`src/rtl/rr_arb8.sv`:
```
// 8-way round-robin arbiter with one-cycle grant latency and registered outputs.
// Optional hold timeout is enabled by defining RR_ARB8_TIMEOUT_EN.
module rr_arb8 #(
  parameter int HOLD_MAX = 15
) (
  input  logic       clk,
  input  logic       rst_n,
  input  logic [7:0] req,
  input  logic       done,
  output logic [7:0] gnt,
  output logic [2:0] gnt_id,
  output logic       gnt_vld
);

  typedef enum logic {
    IDLE,
    GRANT
  } state_t;

  state_t     state;
  logic [2:0] ptr;
  logic [2:0] sel;
  logic       rel;

`ifdef RR_ARB8_TIMEOUT_EN
  logic [7:0] cnt;
  logic       cnt_top;
  logic       compete;

  // Timeout arms at the last allowed cycle when someone else is waiting.
  always_comb begin
    cnt_top = (cnt == 8'(HOLD_MAX - 1));
    compete = |(req & ~gnt);
  end

  // Hold counter: zero while idle, saturating count while granted.
  always_ff @(posedge clk or negedge rst_n) begin
    if (!rst_n) begin
      cnt <= '0;
    end else if (state == IDLE) begin
      cnt <= '0;
    end else if (!cnt_top) begin
      cnt <= cnt + 8'd1;
    end
  end
`else
  logic [7:0] unused_hold;

  // HOLD_MAX has no role without the timeout.
  assign unused_hold = 8'(HOLD_MAX);
`endif

  // First requester at or after ptr, walking upward modulo 8.
  always_comb begin
    sel = '0;
    for (int k = 7; k >= 0; k--) begin
      if (req[ptr + 3'(k)]) sel = ptr + 3'(k);
    end
  end

  // Owner gives up via done, by dropping its request, or by timeout.
  always_comb begin
    rel = done | ~req[gnt_id];
`ifdef RR_ARB8_TIMEOUT_EN
    rel = rel | (cnt_top & compete);
`endif
  end

  // Arbitration state, rotating pointer and registered grant outputs.
  always_ff @(posedge clk or negedge rst_n) begin
    if (!rst_n) begin
      state   <= IDLE;
      ptr     <= '0;
      gnt     <= '0;
      gnt_id  <= '0;
      gnt_vld <= 1'b0;
    end else begin
      unique case (state)
        IDLE: begin
          if (|req) begin
            state   <= GRANT;
            gnt_id  <= sel;
            gnt     <= 8'b1 << sel;
            gnt_vld <= 1'b1;
          end
        end
        GRANT: begin
          if (rel) begin
            state   <= IDLE;
            ptr     <= gnt_id + 3'd1;
            gnt     <= '0;
            gnt_id  <= '0;
            gnt_vld <= 1'b0;
          end
        end
      endcase
    end
  end

endmodule

```
`config.mk`:
```
export PLATFORM = sky130hd
export DESIGN_NAME = rr_arb8
export DESIGN_NICKNAME = d
export VERILOG_FILES = /design/src/rtl/rr_arb8.sv
export SDC_FILE = /design/constraint.sdc
export NUM_CORES = 1
export LEC_CHECK = 0
export ABC_AREA = 1
export BUFFER_PORTS_ARGS = -buffer_cell sky130_fd_sc_hd__buf_2
export CAP_MARGIN = 40
export CORE_MARGIN = 2
export CORE_UTILIZATION = 51
export CTS_CLUSTER_SIZE = 16
export DETAILED_ROUTE_END_ITERATION = 10
export GPL_TIMING_DRIVEN = 0
export PLACE_DENSITY = 0.76
export SYNTH_ARGS = -nofsm -noshare
export SYNTH_HDL_FRONTEND = slang
export SYNTH_SLANG_ARGS = --single-unit
```
`constraint.sdc`:
```
create_clock -name clk -period 2.09 [get_ports clk]
set_input_delay 0.627 -clock clk [delete_from_list [all_inputs] [get_ports clk]]
set_output_delay 0.627 -clock clk [all_outputs]
set_load 0.01 [all_outputs]
```
# After elaboration in Yosys (flattened, before gate mapping)
# Cells that the tools add are included.
# word_totals
regBits	16
inputBits	11
output_inout_bits	12
elab_cells	69
# op_classes
n_bitwise	3
n_reduce_logical	3
add_sub_neg	8
eq_ne	2
mux	38
magnitude_cmp	9
shifts	1
# op_table
operator	n
3-bit by 4-bit less-than comparator with 1-bit output, second input constant	9
3-bit 2-to-1 mux	10
1-bit binary-select mux with 3-bit select	9
8-bit 2-to-1 mux	2
8-bit one-hot mux with 2 select lines	1
1-bit 2-to-1 mux	13
3-bit adder, second input constant	4
8-bit OR reduction	1
1-bit by 3-bit << shifter with 8-bit output, first input constant	1
3-bit by 1-bit adder with 3-bit output, second input constant	2
3-bit by 2-bit adder with 3-bit output, second input constant	2
3-bit one-hot mux with 2 select lines	1
1-bit one-hot mux with 2 select lines	2
2-bit AND reduction	2
2-bit by 1-bit != test with 1-bit output, second input constant	1
2-bit != test, second input constant	1
1-bit inverter	2
1-bit bitwise OR	1

# Depth between registers and ports, before layout
# Gate-level depths: netlist of run 1.
# depth
ltp_word	14
mapped_depth	20
depth_no_buf	20

# Least setup slack after synthesis of run 1
# No wires, ideal clock.
# synth_path
path_type	register -> register
start	register ptr[1]
end	register gnt[3]
setup_slack_ns	0.020
setup_ns	0.065
arrival_time_ns	2.005
path_stages_with_launch	21
path_buffers	1
required_ns	2.025
period_less_slack_ns	2.070
cell_sequence	dfrtp_1 -> inv_4 -> ha_1 -> buf_2 -> inv_2 -> nand3_1 -> nand3_1 -> nand2_1 -> inv_2 -> nand2_1 -> nand2_1 -> nand2_1 -> nand2_1 -> nand2_1 -> nand2_1 -> nand2_2 -> nand2_4 -> inv_4 -> nor2_4 -> nand2_1 -> nand2_1
# synth_between
elab_chain_len	14
word_cells_on_any_way	34
classes_between	add/sub: 7; shift: 1; mux: 26
# synth_lines
item	line_no	text
start, declared	21	logic [2:0] ptr;
start signal, assigned	90	ptr <= gnt_id + 3'd1;
3-bit adder	57	if (req[ptr + 3'(k)]) sel = ptr + 3'(k);
1-bit binary-select mux with 3-bit select	57	
1-bit 2-to-1 mux (implied by the code)	57	
3-bit 2-to-1 mux (7 in a row)	57	
3-bit 2-to-1 mux (*)	57	
1-bit by 3-bit << shifter with 8-bit output (*)	83	gnt <= 8'b1 << sel;
8-bit 2-to-1 mux (*)	80	if (|req) begin
8-bit one-hot mux with 2 select lines (*)	78	unique case (state)
end signal, assigned	83	
end, declared	10	output logic [7:0] gnt,
# Every way passes the cells marked *; elsewhere a longest branch is shown, timed or not. The select of a mux whose other input is x is not followed.
# A chain may end at the register's enable or synchronous reset.

# Worst setup path in the final report of run 1
# layout_path
start	register ptr[0]
end	register gnt[7]
# Same word-level chain as after synthesis.

==> impl_metrics.yaml, run 1 <==
outcome:
  status: "complete, no violations"
setup_path:
  crit_arrival_ns: 2.21
  critPathKind: "flip-flop to flip-flop"
  crit_path_cell_trace: "inv_2 -> ha_4 -> inv_6 -> nand3_2 -> nand3_2 -> nand2_2 -> inv_1 -> nor2_1 -> nand2_1 -> nand3_1 -> nand2_1 -> nand2_1 -> nand2_1 -> nand2_2 -> nand2_4 -> nor2_4 -> nand2_1 -> nand2_1"
  crit_top_cell: "nand2_1"
  critPathMaxFanout: 7
  startpoint_type: "flip-flop"
  end_kind: "flip-flop"
  worstPathRequired_ns: 2.32
  slowest_stage: "dfrtp_1"
  slowest_delay_ns: 0.39
clocking:
  cts.sinks: 16
  cts_buffers: 3
  clk_pin_slew_ns: 0.10
  root_buffer: "clkbuf_4"
  clk_latency_ns: 0.29
  cts_max_level: 1
  cts_tree: "built"
  clock_path_buffers: 2
sta:
  min_period_ns: 1.98
  fmax_ghz: 0.504
  worst_slack_ns: 0.107
  tightest_slew_ns: 0.352
  slew_headroom_pct: 76.5
  rsz0062_at_grt: "yes"
  finalHoldViolCount: 0
  slew_viol_final: 0
  final-setup-viol-count: 0
  period_share_pct: 94.9
  finalClockSkew_ns: 0.00858
  final.setup.tns_ns: 0
layout:
  drive_gt1_share_pct: 36.3
  final_core_util_pct: 68.7
  antenna_cells: 0
  area_delta_synth_final_pct: 30.6
  fillers: 235
  post-route-cell-area_um2: 1840
  final_nets: 277
synthesis:
  synth.distinct_cells: 26
  synthAdderAreaFrac_pct: 2.66
  syn_nets: 241
  synthSimpleGateAreaFrac_pct: 50.0
  yosysWarnings: 0
  seq_area_frac_synth_pct: 28.3
  synthCells: 227
  synth_common_cells: "nand2_1, nand3_1, inv_1"
  synth_top_area_share_pct: 28.3
  ys_top_cells_by_area: "dfrtp_1, nand2_1, nand3_1"
  synth_top_cell_by_area: "dfrtp_1"
  synth_ff_type: "dfrtp_1"
  ys_seq_elements: 16
  synth_most_common_cell: "nand2_1"
  avgSynthCellArea_um2: 6.22
  async_flop_share_pct: 100
  netlist_area_um2: 1410
  muxShareOfSynthArea_pct: 0
  synth_compound_area_share_pct: 7.71
  synth_top_family_by_area: "simple AND/OR/NAND/NOR gates"
  synth_edf_count: 0
  synth_xor_area_share_pct: 0.620
floorplan:
  rows: 19
  chipHeight_um: 56.6
  fp.coreArea_um2: 2690
  die-area_um2: 3210
  chipWidth_um: 56.6
  ioPinCount: 23
  start_util_pct: 52.6
min_path:
  hp-class: "input port to asynchronous set/reset pin"
place:
  port_buffers: 22
  place_area_um2: 1560
  pre_cts_ws_ns: -0.278
  place_congestion: 0.858
  dp_hpwl_um: 2520
drt:
  drt_iter0_drc: 137
  routed_wl_um: 3720
  drt_first_pass_iters: 4
  drc: 0
  post_drt_wl_per_cell_um: 12.7
  viasPerCell: 5.29
  ant_nets: 0
  num_vias: 1549
grt:
  antenna_found_initial: 0
  grt_max_degree: 17
  grt_pass1_wl_um: 5880
  grt_pass1_vias: 1339
  grt_usage_pct: 22.7
  gr-total-overflow: 0
run:
  drv_cap: 0
[cell families (layout without fill, tap and decap cells)]
kind of cell,after synthesis,count (layout)
AOI/OAI and AO/OA,19,19
xor gates and xnor gates,1,1
adders and majority gates,3,3
buffers and inverters,35,70
DFF,16,16
and+or+nand+nor,153,153
[critical path: cells and delay by family (launching register included)]
| family | cells | cell delay (ns) |
|---|---|---|
| buf+inv | 3 | 0.18 |
| fa+ha+maj | 1 | 0.33 |
| flops | 1 | 0.39 |
| simple gates | 14 | 0.99 |
[layout make-up]
type	instances	area [um^2]	area share (%)
repair buffers	32	193	10.4
flip-flops and latches	16	402	21.8
multi-input cells	176	1020	55.4
plain buffers	2	18.8	1.02
well taps	31	38.8	2.10
inverters	32	135	7.33
clock buffers	4	36.3	1.97
[registers in the layout, summed over array words and instances (netlist names)]
name and cells:
state 1, ptr 3, gnt 8, gnt_id 3
gnt_vld 1
[layout by cell type (no fill, tap or decap), types with 6 or more instances in the layout]
cell     instances
nand2_1         78
inv_2            8
nand2_2         15
nor2_1          10
nand3_2         13
buf_4            9
dfrtp_1         15
a21oi_1          6
inv_1           19
o21ai_0          7
nand3_1         22
buf_2           22
[timing repair]
action	4_1_cts	5_1_grt
buffers inserted	5	5
pin swaps	0	13
endpoints found under the setup margin	11	11
gates resized for setup	3	39
hold buffers	0	0
[per-layer routing]
metal  GRT usage, %  part of all wire [%]
met5              0                     0
met4           6.46                   1.5
met3          0.691                   4.1
met2           38.2                    50
met1           32.0                    45
[worst paths after layout]
path	start	end	slack [ns]	cells after the start
max reg2reg	ptr[0]	gnt[7]	0.11	18
min in group clk	gnt[7]	gnt[7]	0.48	2
max in group asynchronous	rst_n	ptr[1]	1.59	1
min	rst_n	ptr[2]	0.23	1
max	ptr[0]	gnt[7]	0.11	18
min reg2reg	gnt[7]	gnt[7]	0.48	2
[stage by stage]
| step | instances | hold slack [ns] |
|---|---|---|
| after floorplan | 227 | 0.331 |
| after global placement | 280 | 0.452 |
| after detailed placement | 280 | 0.460 |
| after CTS | 288 | 0.235 |
| after global routing | 293 | 0.262 |
| final | 293 | 0.227 |
Power of run 1 is not shown: default switching activity piles up to over one toggle a cycle in this logic, so the estimate is an artifact.
==> run 2: changes to the inputs <==
Settings changed: CELL_PAD_IN_SITES_DETAIL_PLACEMENT set to 2, CELL_PAD_IN_SITES_GLOBAL_PLACEMENT set to 2, CORE_MARGIN 2 to not set, CORE_UTILIZATION 51 to 27, PLACE_DENSITY 0.76 to not set, PLACE_DENSITY_LB_ADDON set to 0.1.
==> impl_metrics.yaml, run 2 (synthesis gave the netlist of run 1 again) <==
setup_path:
  end_kind: "flip-flop"
  ff2ff_setup_slack_ns: 0.02
  critPathKind: "flip-flop to flip-flop"
  critPathMaxFanout: 6
  startpoint_type: "flip-flop"
  worstReg2RegStart: "ptr[1]"
  worstPathRequired_ns: 2.29
  ff2ff_path_depth: 18
  timing.rr.end: "gnt[7]"
  crit_arrival_ns: 2.26
clocking:
  clk_latency_ns: 0.26
  cts_buffers: 3
  cts_max_level: 1
  cts.sinks: 16
  clock_path_buffers: 2
  cts_tree: "built"
  clk_pin_slew_ns: 0.07
  root_buffer: "clkbuf_8"
layout:
  fillers: 597
  top_regs: "gnt: 8 flops, gnt_id: 3 flops, ptr: 3 flops"
  drive_gt1_share_pct: 42.4
  final_core_util_pct: 42.0
  area_delta_synth_final_pct: 45.2
  layout_common_cells: "nand2_1, buf_2, inv_1, nand2_2, nand3_2"
  final_common_cell: "nand2_1"
  antenna_cells: 0
  largest_register_ffs: 8
  final_nets: 279
  top_register: "gnt"
place:
  pre_cts_ws_ns: -0.430
  place_congestion: 0.746
  dp_hpwl_um: 3820
  port_buffers: 22
grt:
  grt_max_degree: 17
  antenna_found_initial: 0
  grt_usage_pct: 20.0
  grt_pass1_vias: 1656
  gr-total-overflow: 0
  grt_pass1_wl_um: 8080
sta:
  slew_headroom_pct: 74.7
  fmax_ghz: 0.484
  period_share_pct: 98.8
  worst_slack_ns: 0.0243
  min_period_ns: 2.07
  finalClockSkew_ns: 0.00401
  finalHoldViolCount: 0
  rsz0062_at_grt: "yes"
  final.setup.tns_ns: 0
  final-setup-viol-count: 0
  slew_viol_final: 0
  tightest_slew_ns: 0.380
drt:
  ant_nets: 0
  drt_first_pass_iters: 4
  routed_wl_um: 5240
  drc: 0
  num_vias: 1617
  viasPerCell: 4.89
  drt_iter0_drc: 22
  post_drt_wl_per_cell_um: 15.8
floorplan:
  die-area_um2: 5520
  ioPinCount: 23
  chipHeight_um: 74.3
  start_util_pct: 28.9
  chipWidth_um: 74.3
  rows: 25
  fp.coreArea_um2: 4880
outcome:
  status: "complete, no violations"
run:
  drv_cap: 0
min_path:
  hp-class: "input port to asynchronous set/reset pin"
==> run 2: worst max path at each step <==
stage	end	slack, ns	from
after floorplan	gnt[3]	0.02	ptr[1]
after global placement	gnt[2]	-0.39	ptr[1]
after detailed placement	gnt[2]	-0.43	ptr[1]
after CTS	gnt[5]	0.009	ptr[1]
after global routing	gnt[7]	-0.14	ptr[1]
final	gnt[7]	0.02	ptr[1]
==> run 2: metal layers <==
layer | global-route usage, % | wire length [um] | up-vias
met5 | 0 | 0 | -
met4 | 7.34 | 80 | 0
met3 | 2.57 | 78 | 6
met2 | 37.8 | 2820 | 13
met1 | 22.9 | 2260 | 806
li1 | - | - | 792
==> run 2: stage by stage <==
stage	area, um^2	hold slack, ns	instances
after global placement	1610	0.451	316
after global routing	2050	0.307	331
after floorplan	1410	0.331	227
final	2050	0.274	331
after detailed placement	1610	0.470	316
after CTS	1810	0.283	327
==> run 2: final cells by class <==
type,instances,area [um^2],share of cell area (%)
inverter,32,143,6.96
multi-input combinational,176,1130,55.0
timing repair buffer,34,220,10.7
tap,67,83.8,4.09
clock buffer,4,55.1,2.68
buffer,2,18.8,0.915
sequential,16,402,19.6
==> run 2: what timing repair did <==
item | in CTS | in global routing
hold endpoints to repair | 0 | 0
buffers inserted | 7 | 5
resized for setup | 22 | 46
endpoints found under the setup margin | 11 | 11
pin swaps | 5 | 27
hold buffers | 0 | 0
==> run 2: worst max-delay path: stages, from the launching register on <==
cell and delay, ns:
dfrtp_2 0.41, inv_6 0.05, ha_4 0.34, inv_8 0.06, nand3_4 0.09, nand3_4 0.08, inv_2 0.05, nand2_1 0.05
nand2_1 0.07, nand2_1 0.05, nand2_1 0.05, nand2_1 0.05, nand2_1 0.06, nand2_1 0.07, nand2_2 0.12, nand2_4 0.08
nor2_4 0.13, nand2_1 0.09, nand2_1 0.08
Power of run 2 is left out for the same reason.
